==> config.mk <==
export PLATFORM = sky130hd
export DESIGN_NAME = ysyx_22050710_ifu_prefetch
export DESIGN_NICKNAME = d
export VERILOG_FILES = /design/src/rtl/ysyx_22050710_ifu_pkg.sv /design/src/rtl/ysyx_22050710_ifu_fifo.sv /design/src/rtl/ysyx_22050710_ifu_prefetch.sv
export SDC_FILE = /design/constraint.sdc
export NUM_CORES = 1
export LEC_CHECK = 0
export BUFFER_PORTS_ARGS = -buffer_cell sky130_fd_sc_hd__buf_2
export CAP_MARGIN = 15
export CORE_MARGIN = 2
export CORE_UTILIZATION = 55
export DETAILED_ROUTE_END_ITERATION = 7
export PLACE_DENSITY = 0.85
export SETUP_SLACK_MARGIN = 0.15
export SLEW_MARGIN = 20
export SYNTH_ARGS = -nofsm -noshare
export SYNTH_HDL_FRONTEND = slang
export SYNTH_SLANG_ARGS = --single-unit
export TNS_END_PERCENT = 20
==> constraint.sdc <==
create_clock -name i_clk -period 6.65 [get_ports i_clk]
set_input_delay 0.9975 -clock i_clk [delete_from_list [all_inputs] [get_ports i_clk]]
set_output_delay 0.9975 -clock i_clk [all_outputs]
set_load 0.02 [all_outputs]
==> src/rtl/ysyx_22050710_ifu_pkg.sv <==
// Shared types and width helpers for the prefetching instruction fetch unit.
package ysyx_22050710_ifu_pkg;

  typedef enum logic [1:0] {
    REQ,
    WAIT,
    DROP
  } ifu_state_e;

  localparam logic [63:0] DEFAULT_RESET_PC   = 64'h8000_0000;
  localparam int          DEFAULT_INST_WIDTH = 32;
  localparam int          DEFAULT_DATA_WIDTH = 64;

  function automatic int lane_count(input int data_width, input int inst_width);
    return data_width / inst_width;
  endfunction

  function automatic int byte_off_w(input int width);
    return $clog2(width / 8);
  endfunction

  // A single-lane bus still gets a 1-bit index so the select logic stays legal.
  function automatic int lane_idx_w(input int data_width, input int inst_width);
    return (data_width > inst_width) ? $clog2(data_width / inst_width) : 1;
  endfunction

  localparam int LANE_COUNT = lane_count(DEFAULT_DATA_WIDTH, DEFAULT_INST_WIDTH);
  localparam int BYTE_OFF_W = byte_off_w(DEFAULT_DATA_WIDTH);
  localparam int LANE_IDX_W = lane_idx_w(DEFAULT_DATA_WIDTH, DEFAULT_INST_WIDTH);

endpackage

==> src/rtl/ysyx_22050710_ifu_fifo.sv <==
// Prefetch queue holding {pc, inst} entries; flush wins over push and pop.
module ysyx_22050710_ifu_fifo #(
  parameter int DEPTH = 4,
  parameter int WIDTH = 96
) (
  input  logic                       i_clk,
  input  logic                       i_rst,
  input  logic                       i_flush,
  input  logic                       i_push,
  input  logic [WIDTH-1:0]           i_push_data,
  input  logic                       i_pop,
  output logic                       o_valid,
  output logic [WIDTH-1:0]           o_data,
  output logic [$clog2(DEPTH):0]     o_count
);

  localparam int PTR_W = $clog2(DEPTH);
  localparam int CNT_W = PTR_W + 1;

  logic [WIDTH-1:0] mem [DEPTH];
  logic [PTR_W-1:0] wr_ptr;
  logic [PTR_W-1:0] rd_ptr;
  logic [CNT_W-1:0] count;
  logic             do_push;
  logic             do_pop;

  assign do_push = i_push && !i_flush;
  assign do_pop  = i_pop && (count != '0) && !i_flush;

  // NOTE: storage is deliberately not reset; the head is masked to zero while empty.
  always_ff @(posedge i_clk) begin
    if (do_push) mem[wr_ptr] <= i_push_data;
  end

  always_ff @(posedge i_clk) begin
    if (!i_rst || i_flush) begin
      wr_ptr <= '0;
      rd_ptr <= '0;
      count  <= '0;
    end else begin
      if (do_push) wr_ptr <= wr_ptr + PTR_W'(1);
      if (do_pop)  rd_ptr <= rd_ptr + PTR_W'(1);
      case ({do_push, do_pop})
        2'b10:   count <= count + CNT_W'(1);
        2'b01:   count <= count - CNT_W'(1);
        default: count <= count;
      endcase
    end
  end

  assign o_valid = (count != '0);
  assign o_data  = o_valid ? mem[rd_ptr] : '0;
  assign o_count = count;

endmodule

==> src/rtl/ysyx_22050710_ifu_prefetch.sv <==
// Instruction fetch unit with prefetch queue and redirect flush.
// Optional perf counters: define YSYX_22050710_IFU_PREFETCH_PERF_EN.
module ysyx_22050710_ifu_prefetch
  import ysyx_22050710_ifu_pkg::*;
#(
  parameter int                    INST_WIDTH = 32,
  parameter int                    DATA_WIDTH = 64,
  parameter logic [DATA_WIDTH-1:0] RESET_PC   = DATA_WIDTH'(DEFAULT_RESET_PC),
  parameter int                    FIFO_DEPTH = 4
) (
  input  logic                  i_clk,
  input  logic                  i_rst,
  input  logic                  i_redirect_valid,
  input  logic [DATA_WIDTH-1:0] i_redirect_pc,
  output logic                  o_mem_req_valid,
  input  logic                  i_mem_req_ready,
  output logic [DATA_WIDTH-1:0] o_mem_req_addr,
  input  logic                  i_mem_rsp_valid,
  input  logic [DATA_WIDTH-1:0] i_mem_rsp_data,
  output logic                  o_inst_valid,
  input  logic                  i_inst_ready,
  output logic [DATA_WIDTH-1:0] o_pc,
  output logic [INST_WIDTH-1:0] o_inst
`ifdef YSYX_22050710_IFU_PREFETCH_PERF_EN
  ,
  output logic [63:0]           o_perf_fetch_cnt,
  output logic [63:0]           o_perf_stall_cnt
`endif
);

  localparam int LANES      = lane_count(DATA_WIDTH, INST_WIDTH);
  localparam int INST_OFF_W = byte_off_w(INST_WIDTH);
  localparam int IDX_W      = lane_idx_w(DATA_WIDTH, INST_WIDTH);
  localparam int CNT_W      = $clog2(FIFO_DEPTH) + 1;
  localparam int ENTRY_W    = DATA_WIDTH + INST_WIDTH;

  localparam logic [DATA_WIDTH-1:0] INST_BYTES = DATA_WIDTH'(INST_WIDTH / 8);
  localparam logic [DATA_WIDTH-1:0] ADDR_MASK  = ~DATA_WIDTH'((DATA_WIDTH / 8) - 1);

  ifu_state_e            state;
  ifu_state_e            state_nxt;
  logic [DATA_WIDTH-1:0] fetch_pc;
  logic [CNT_W-1:0]      fifo_count;
  logic [ENTRY_W-1:0]    fifo_head;
  logic [IDX_W-1:0]      lane_idx;
  logic [INST_WIDTH-1:0] lane;
  logic                  handshake;
  logic                  push;
  logic                  pop;

  // Request valid is gated by reset so nothing is issued while held in reset.
  assign o_mem_req_valid = i_rst && (state == REQ) && (fifo_count < CNT_W'(FIFO_DEPTH));
  assign o_mem_req_addr  = fetch_pc & ADDR_MASK;
  assign handshake       = o_mem_req_valid && i_mem_req_ready;
  assign push            = (state == WAIT) && i_mem_rsp_valid && !i_redirect_valid;
  assign pop             = o_inst_valid && i_inst_ready;

  always_comb begin
    state_nxt = state;
    case (state)
      REQ:     if (handshake) state_nxt = i_redirect_valid ? DROP : WAIT;
      WAIT: begin
        if (i_mem_rsp_valid)       state_nxt = REQ;
        else if (i_redirect_valid) state_nxt = DROP;
      end
      DROP:    if (i_mem_rsp_valid) state_nxt = REQ;
      default: state_nxt = REQ;
    endcase
  end

  // NOTE: registers use non-blocking assignments so every flop samples pre-edge values.
  always_ff @(posedge i_clk) begin
    if (!i_rst) begin
      state    <= REQ;
      fetch_pc <= RESET_PC;
    end else begin
      state <= state_nxt;
      if (i_redirect_valid) fetch_pc <= i_redirect_pc;
      else if (push)        fetch_pc <= fetch_pc + INST_BYTES;
    end
  end

  assign lane_idx = IDX_W'((fetch_pc >> INST_OFF_W) & DATA_WIDTH'(LANES - 1));

  // NOTE: lane gets a default before the loop, so no latch is inferred.
  always_comb begin
    lane = '0;
    for (int i = 0; i < LANES; i++) begin
      if (lane_idx == IDX_W'(i)) lane = i_mem_rsp_data[i*INST_WIDTH +: INST_WIDTH];
    end
  end

  ysyx_22050710_ifu_fifo #(
    .DEPTH (FIFO_DEPTH),
    .WIDTH (ENTRY_W)
  ) u_fifo (
    .i_clk       (i_clk),
    .i_rst       (i_rst),
    .i_flush     (i_redirect_valid),
    .i_push      (push),
    .i_push_data ({fetch_pc, lane}),
    .i_pop       (pop),
    .o_valid     (o_inst_valid),
    .o_data      (fifo_head),
    .o_count     (fifo_count)
  );

  assign o_pc   = fifo_head[ENTRY_W-1:INST_WIDTH];
  assign o_inst = fifo_head[INST_WIDTH-1:0];

`ifdef YSYX_22050710_IFU_PREFETCH_PERF_EN
  always_ff @(posedge i_clk) begin
    if (!i_rst) begin
      o_perf_fetch_cnt <= '0;
      o_perf_stall_cnt <= '0;
    end else begin
      if (push && (o_perf_fetch_cnt != '1))          o_perf_fetch_cnt <= o_perf_fetch_cnt + 64'd1;
      if (!o_inst_valid && (o_perf_stall_cnt != '1)) o_perf_stall_cnt <= o_perf_stall_cnt + 64'd1;
    end
  end
`endif

endmodule

==> impl_metrics.csv, run 1 <==
group,metric,value,unit
die,die_area,0.03740,mm2
cells_and_area,final_area,0.02258,mm2
grt,grt_use_total,24.14,%
cells_and_area,syn_to_final_growth,14.47,%
setup_path,r2r-start,"fetch_pc[2]",
placed_design,hpwl,28.28,mm
placed_design,dpl-instance-area,0.02111,mm2
die,fp.dieH,193.4,um
pwr,power.share.sequential,54.3,%
timing,tightest_slew,1.001,ns
cells_and_area,fin_util,63.64,%
synth,yosysMostFrequentCell,"edfxtp_1",
routing,dr_total_vias,11794,
pwr,power_frac_comb,4.2,%
clock_network,cts_sinks,459,
setup_path,cp_max_fo,47,
synth,synthesis.area,0.01973,mm2
setup_path,r2r_cells,7,
routing,ant_nets,0,
timing,fmax,241.5,MHz
die,core_area,0.03548,mm2
setup_path,cp_data_required_time,5.65,ns
setup_path,worstSetupStartpointType,"flip-flop",
setup_path,path_cells,"buf_4 -> mux4_2 -> and2_1 -> buf_2",
die,initial_core_util,55.60,%
grt,busiest_layer,"met2",
placed_design,io_buffer_count,292,
pwr,peakVddDrop,0.0002101,V
synth,yosysTopAreaCell,"edfxtp_1",
routing,drtIter0Drc,1096,
clock_network,clk_pin_slew_worst_paths,0.06,ns
clock_network,cts_max_path_buffers,3,
synth,synth_common_cells,"384 x edfxtp_1, 108 x and2_1, 96 x mux4_2, 75 x dfxtp_1, 64 x buf_4",
setup_path,critical_path_class,"reg2out",
setup_path,cp_slowest_cell,"dfxtp_4",
grt,grt_overflow,0,
synth,synth_edf_count,384,
placed_design,gp_congestion,0.7883,
pwr,p_clk_share,41.6,%
die,fp.dieW,193.4,um
synth,yosysTopAreaCellShare,58.45,%
pwr,swShare,21.05,%
setup_path,crit_family,"flip-flops",
grt,antenna_found_initial,0,
clock_network,ctsHtreeMaxLevel,2,
worst_hold_path,worst_hold_path_type,"reg2reg",
setup_path,cpPeakStageDelay,0.99,ns
routing,wl_per_cell,23.17,um
timing,grt_setup_unrepaired,"false",
synth,ys_async_sr_fraction,0,%
die,rows,69,
grt,grtUsageMet3,4.324,%
synth,ys_seq_area_share,66.06,%
pwr,power.total,5.959,mW
pwr,p_leak,8.093,nW
timing,finalClockSkew,0.03087,ns
grt,grt_max_degree,81,
timing,final.period_utilization,62.27,%
grt,use_met2,39.80,%
worst_hold_path,hold_depth,2,
run,cap_viol_max_count,0,
setup_path,worstSetupEndpointType,"output port",
synth,synthFlopType,"edfxtp_1",
synth,syn_area_per_cell,15.91,um2
timing,relSlewSlack,33.28,%
synth,syn-instance-count,1240,
clock_network,clk_latency,0.55,ns
synth,synth.area.top_cells,"edfxtp_1 58%, mux4_2 11%, dfxtp_1 7.6%",
setup_path,crit_cells,4,
pwr,internal_power,4.704,mW
status,status,"complete, no violations",
worst_hold_path,hp-start,"u_fifo.wr_ptr[1]",
setup_path,path_buf_inv,2,
cells_and_area,num-fill-cells,2511,
setup_path,arrival,3.14,ns
pwr,netSwitchingPower,1.255,mW
timing,finalSetupTns,0,ns
cells_and_area,layout.nets,1604,
grt,grt_pass1_vias,11997,
synth,yosysWarnings,0,
clock_network,ctsHoldBuffers,0,
timing,final.min_clock_period,4.141,ns
timing,setup_violations,0,
clock_network,cts_tree,"built",
routing,viasPerCell,6.017,
grt,grt_first_pass_wirelength,70.28,mm
timing,hold_viol_final,0,
pwr,p_per_area,263.9,mW/mm2
clock_network,cts-root-buf,"clkbuf_16",
synth,synth-seq-cells,459,
routing,drcViolationCount,0,
die,num_io_pins,296,
cells_and_area,antenna_cells,0,
clock_network,cts_buffers,45,
timing,drv_slew,0,
grt,grt_use_met1,33.27,%
routing,drtPass1Iterations,5,
clock_network,cts_resized,0,
routing,routed_wl,45.42,mm
cells_and_area,drive_gt1_share,34.82,%
clock_network,postCtsSetupRepairBufs,0,
synth,synth_cell_type_count,60,
layout make-up:
| cell class | count | area, um2 | area share, % |
|---|---|---|---|
| Timing Repair Buffer | 305 | 1579 | 6.992 |
| Tap cell | 461 | 576.8 | 2.554 |
| Clock buffer | 65 | 1221 | 5.407 |
| Sequential cell | 459 | 13040 | 57.75 |
| Clock inverter | 18 | 224.0 | 0.9917 |
| Inverter | 18 | 67.56 | 0.2992 |
| Multi-Input combinational cell | 634 | 5873 | 26.01 |
cell usage in the layout (no fill, tap or decap), drive strengths merged, types with 3 or more instances in the layout:
master	netlist	routed
xnor2	23	23
bufinv	0	4
or4	14	14
nand2b	15	15
o31a	4	4
xor2	14	14
nand4	27	27
and2	108	108
o21ai	43	43
nand3	32	32
clkbuf	47	65
buf	82	305
nor3	13	13
conb	1	3
inv	18	19
and4	5	5
mux4	96	96
ha	6	6
o211a	20	20
clkinv	0	13
o31ai	11	11
a21oi	12	12
nor2b	5	5
and3	13	13
nor2	26	26
dfxtp	75	75
mux2	33	33
edfxtp	384	384
a31oi	16	16
nand2	47	47
or3	12	12
nor4	13	13
routing by layer:
metal	wire length, um	vias to the layer above
met4	1122	0
met3	3691	84
met2	22320	603
li1	-	5199
met5	0	-
met1	18280	5908
power groups by stage:
stage	clock [mW]	combinational, mW	sequential (mW)
floorplan	0	0.186	3.26
global placement	0	0.239	3.29
detailed placement	0	0.247	3.29
CTS	2.50	0.249	3.23
global route	2.62	0.268	3.24
finish	2.48	0.248	3.23
cell families (layout without fill, tap and decap cells):
| group | count (synthesis) | after routing | synth area share [%] |
|---|---|---|---|
| DFF | 459 | 459 | 66.06 |
| xor gates and xnor gates | 37 | 37 | 1.643 |
| and+or+nand+nor | 339 | 339 | 10.52 |
| muxes | 131 | 131 | 12.94 |
| other | 1 | 3 | 0.01901 |
| buffers and inverters | 149 | 406 | 4.319 |
| adders and majority gates | 7 | 7 | 0.4820 |
| AOI/OAI and AO/OA | 117 | 117 | 4.015 |
tightest hold or removal path, stage by stage (launching register included):
cell     delay [ns]
dfxtp_1        0.34
nand2_1        0.06
a21oi_1        0.05
state kept, by name, summed over array words and instances, names as in the netlist, named ones only:
register / count
fetch_pc: 64
state: 2
u_fifo.mem: 384
u_fifo.o_count: 3
u_fifo.rd_ptr: 2
u_fifo.wr_ptr: 2
final timing paths:
path	end	slack [ns]
max	o_inst[15]	2.51
min	u_fifo.wr_ptr[1]	0.50
max reg2reg	fetch_pc[58]	3.35
min reg2reg	u_fifo.wr_ptr[1]	0.50
through the flow:
stage / worst slack [ns] / instances / hold slack (ns)
after floorplan: 2.079 / 1242 / 0.4594
after global placement: 2.966 / 1876 / 0.4800
after detailed placement: 2.948 / 1876 / 0.4938
after CTS: 2.397 / 1959 / 0.5014
after global routing: 2.243 / 1960 / 0.5404
final: 2.509 / 1960 / 0.5001
Power figures use the tool's default switching activity.
==> inputs of run 2 (changes only) <==
clock period = 4.2 ns   (was 6.65 ns; I/O delays follow)
==> run 2 against run 1 <==
Net effect:
- register-to-register slack worse by 2.0 ns
- critical path depth unchanged
- critical path type unchanged
- routed wire length down 0.34%
==> impl_metrics.csv, run 2 (same netlist as run 1, synthesis figures left out) <==
group,metric,value,unit
clock_network,postCtsSetupRepairBufs,0,
die,fp.dieH,193.4,um
timing,tightest_slew,0.8509,ns
clock_network,ctsHoldBuffers,0,
setup_path,cp_max_fo,57,
pwr,power.total,9.498,mW
grt,grt_max_degree,80,
routing,wl_met1,18.07,mm
routing,drtIter0Drc,977,
placed_design,io_buffer_count,292,
die,die_area,0.03740,mm2
clock_network,cts-root-buf,"clkbuf_16",
setup_path,cp_data_required_time,3.57,ns
placed_design,hpwl,29.05,mm
clock_network,clk_pin_slew_worst_paths,0.06,ns
timing,drv_slew,0,
setup_path,cp_slowest_cell,"dfxtp_4",
placed_design,dpl-instance-area,0.02123,mm2
cells_and_area,fin_util,64.07,%
placed_design,placedCellCount,1883,
run,cap_viol_max_count,0,
setup_path,arrival,2.60,ns
cells_and_area,largest_reg_flops,384,
grt,grt_overflow,0,
die,fp.dieW,193.4,um
setup_path,cpPeakStageDelay,0.58,ns
placed_design,gp_congestion,0.8065,
routing,viasPerCell,6.014,
timing,final.period_utilization,76.89,%
die,rows,69,
routing,wl_per_cell,22.95,um
cells_and_area,layout_commonest_cell,"edfxtp_1",
clock_network,cts_sinks,459,
clock_network,cts_buffers,46,
setup_path,path_cells,"buf_12 -> mux4_2 -> and2_1 -> buf_2",
cells_and_area,syn_to_final_growth,15.24,%
routing,drtPass1Iterations,6,
clock_network,cts_max_path_buffers,3,
setup_path,worstSetupEndpointType,"output port",
routing,topRoutingLayerUsed,"met5",
setup_path,crit_family,"buffers and inverters",
die,num_io_pins,296,
routing,wl_met2,21.87,mm
routing,drcViolationCount,0,
pwr,peakVddDrop,0.0003632,V
clock_network,ctsHtreeMaxLevel,2,
clock_network,clk_latency,0.56,ns
grt,grt_use_total,24.17,%
cells_and_area,stdcell_count,1972,
routing,dr_total_vias,11859,
setup_path,worstSetupStartpointType,"flip-flop",
setup_path,critical_path_class,"reg2out",
clock_network,cts_resized,0,
timing,relSlewSlack,42.83,%
timing,finalClockSkew,0.02490,ns
grt,antenna_found_initial,5,
setup_path,path_buf_inv,2,
clock_network,cts_tree,"built",
worst_hold_path,worst_hold_path_type,"in2reg",
cells_and_area,final_cell_mix,"384 x edfxtp_1, 292 x buf_2, 108 x and2_1",
routing,ant_nets,0,
die,core_area,0.03548,mm2
routing,wl_met3,3.768,mm
status,status,"complete, no violations",
timing,final.min_clock_period,3.229,ns
grt,grt_first_pass_wirelength,69.46,mm
cells_and_area,final_area,0.02274,mm2
pwr,p_per_area,417.8,mW/mm2
cells_and_area,regMostFlops,"u_fifo.mem",
pwr,p_leak,8.168,nW
timing,fmax,309.7,MHz
placed_design,dpl_worst_slack,1.377,ns
cells_and_area,drive_gt1_share,35.70,%
cells_and_area,layout.nets,1611,
grt,grt_pass1_vias,11960,
timing,setup_violations,0,
timing,fin_ws,0.9707,ns
routing,routed_wl,45.26,mm
timing,hold_viol_final,0,
timing,grt_setup_unrepaired,"false",
die,initial_core_util,55.60,%
## run 2: changes by cell type in the layout (fill, tap and decap cells not counted), sizes merged
cell	delta
buf	+6
clkinv	-7
bufinv	-4
clkinvlp	+1
diode	+4
clkbuf	+8
inv	+4
## run 2: power by group
| group | internal [mW] | switching (mW) | total, mW | leakage [nW] |
|---|---|---|---|---|
| Clock | 2.32 | 1.66 | 3.98 | 0.740 |
| Combinational | 0.168 | 0.239 | 0.406 | 3.35 |
| Sequential | 5.00 | 0.108 | 5.11 | 4.08 |
| Total | 7.49 | 2.01 | 9.50 | 8.17 |
## run 2: worst reg2reg max path, cell delays in order (launching register included)
cell and delay, ns:
dfxtp_2 0.31, buf_4 0.43, ha_1 0.32, nand4b_4 0.18
nor4_4 0.30, buf_4 0.27, nand3_2 0.22, or4_1 0.55
a31oi_1 0.17
## run 2: path summary, 6_finish.rpt
check                    from               end  slack [ns]  cells after the start
min reg2reg  u_fifo.wr_ptr[1]  u_fifo.wr_ptr[1]        0.51                      2
max                 flip-flop          o_pc[38]        0.97                      4
max reg2reg       fetch_pc[2]      fetch_pc[62]        1.40                      8
min          i_redirect_pc[3]       fetch_pc[3]        0.30                      2
## run 2: metal layers
layer  vias up  global-route usage [%]
li1       5215                       -
met1      5979                   32.70
met2       567                   39.23
met3        94                   4.969
met4         4                   8.764
met5         -                       0
## run 2: cell type report
type,instances,area [um2]
Clock inverter,12,81.33
Antenna cell,4,10.01
Timing Repair Buffer,311,1667
Multi-Input combinational cell,634,5877
Sequential cell,459,13040
Inverter,18,67.56
Fill cell,2477,12750
Clock buffer,73,1415
Tap cell,461,576.8
## run 2: through the flow
stage	hold WS (ns)	setup TNS (ns)
after floorplan	0.4594	-0.8339
after global placement	0.4776	0
after detailed placement	0.4922	0
after CTS	0.2886	0
after global routing	0.2930	0
final	0.2965	0
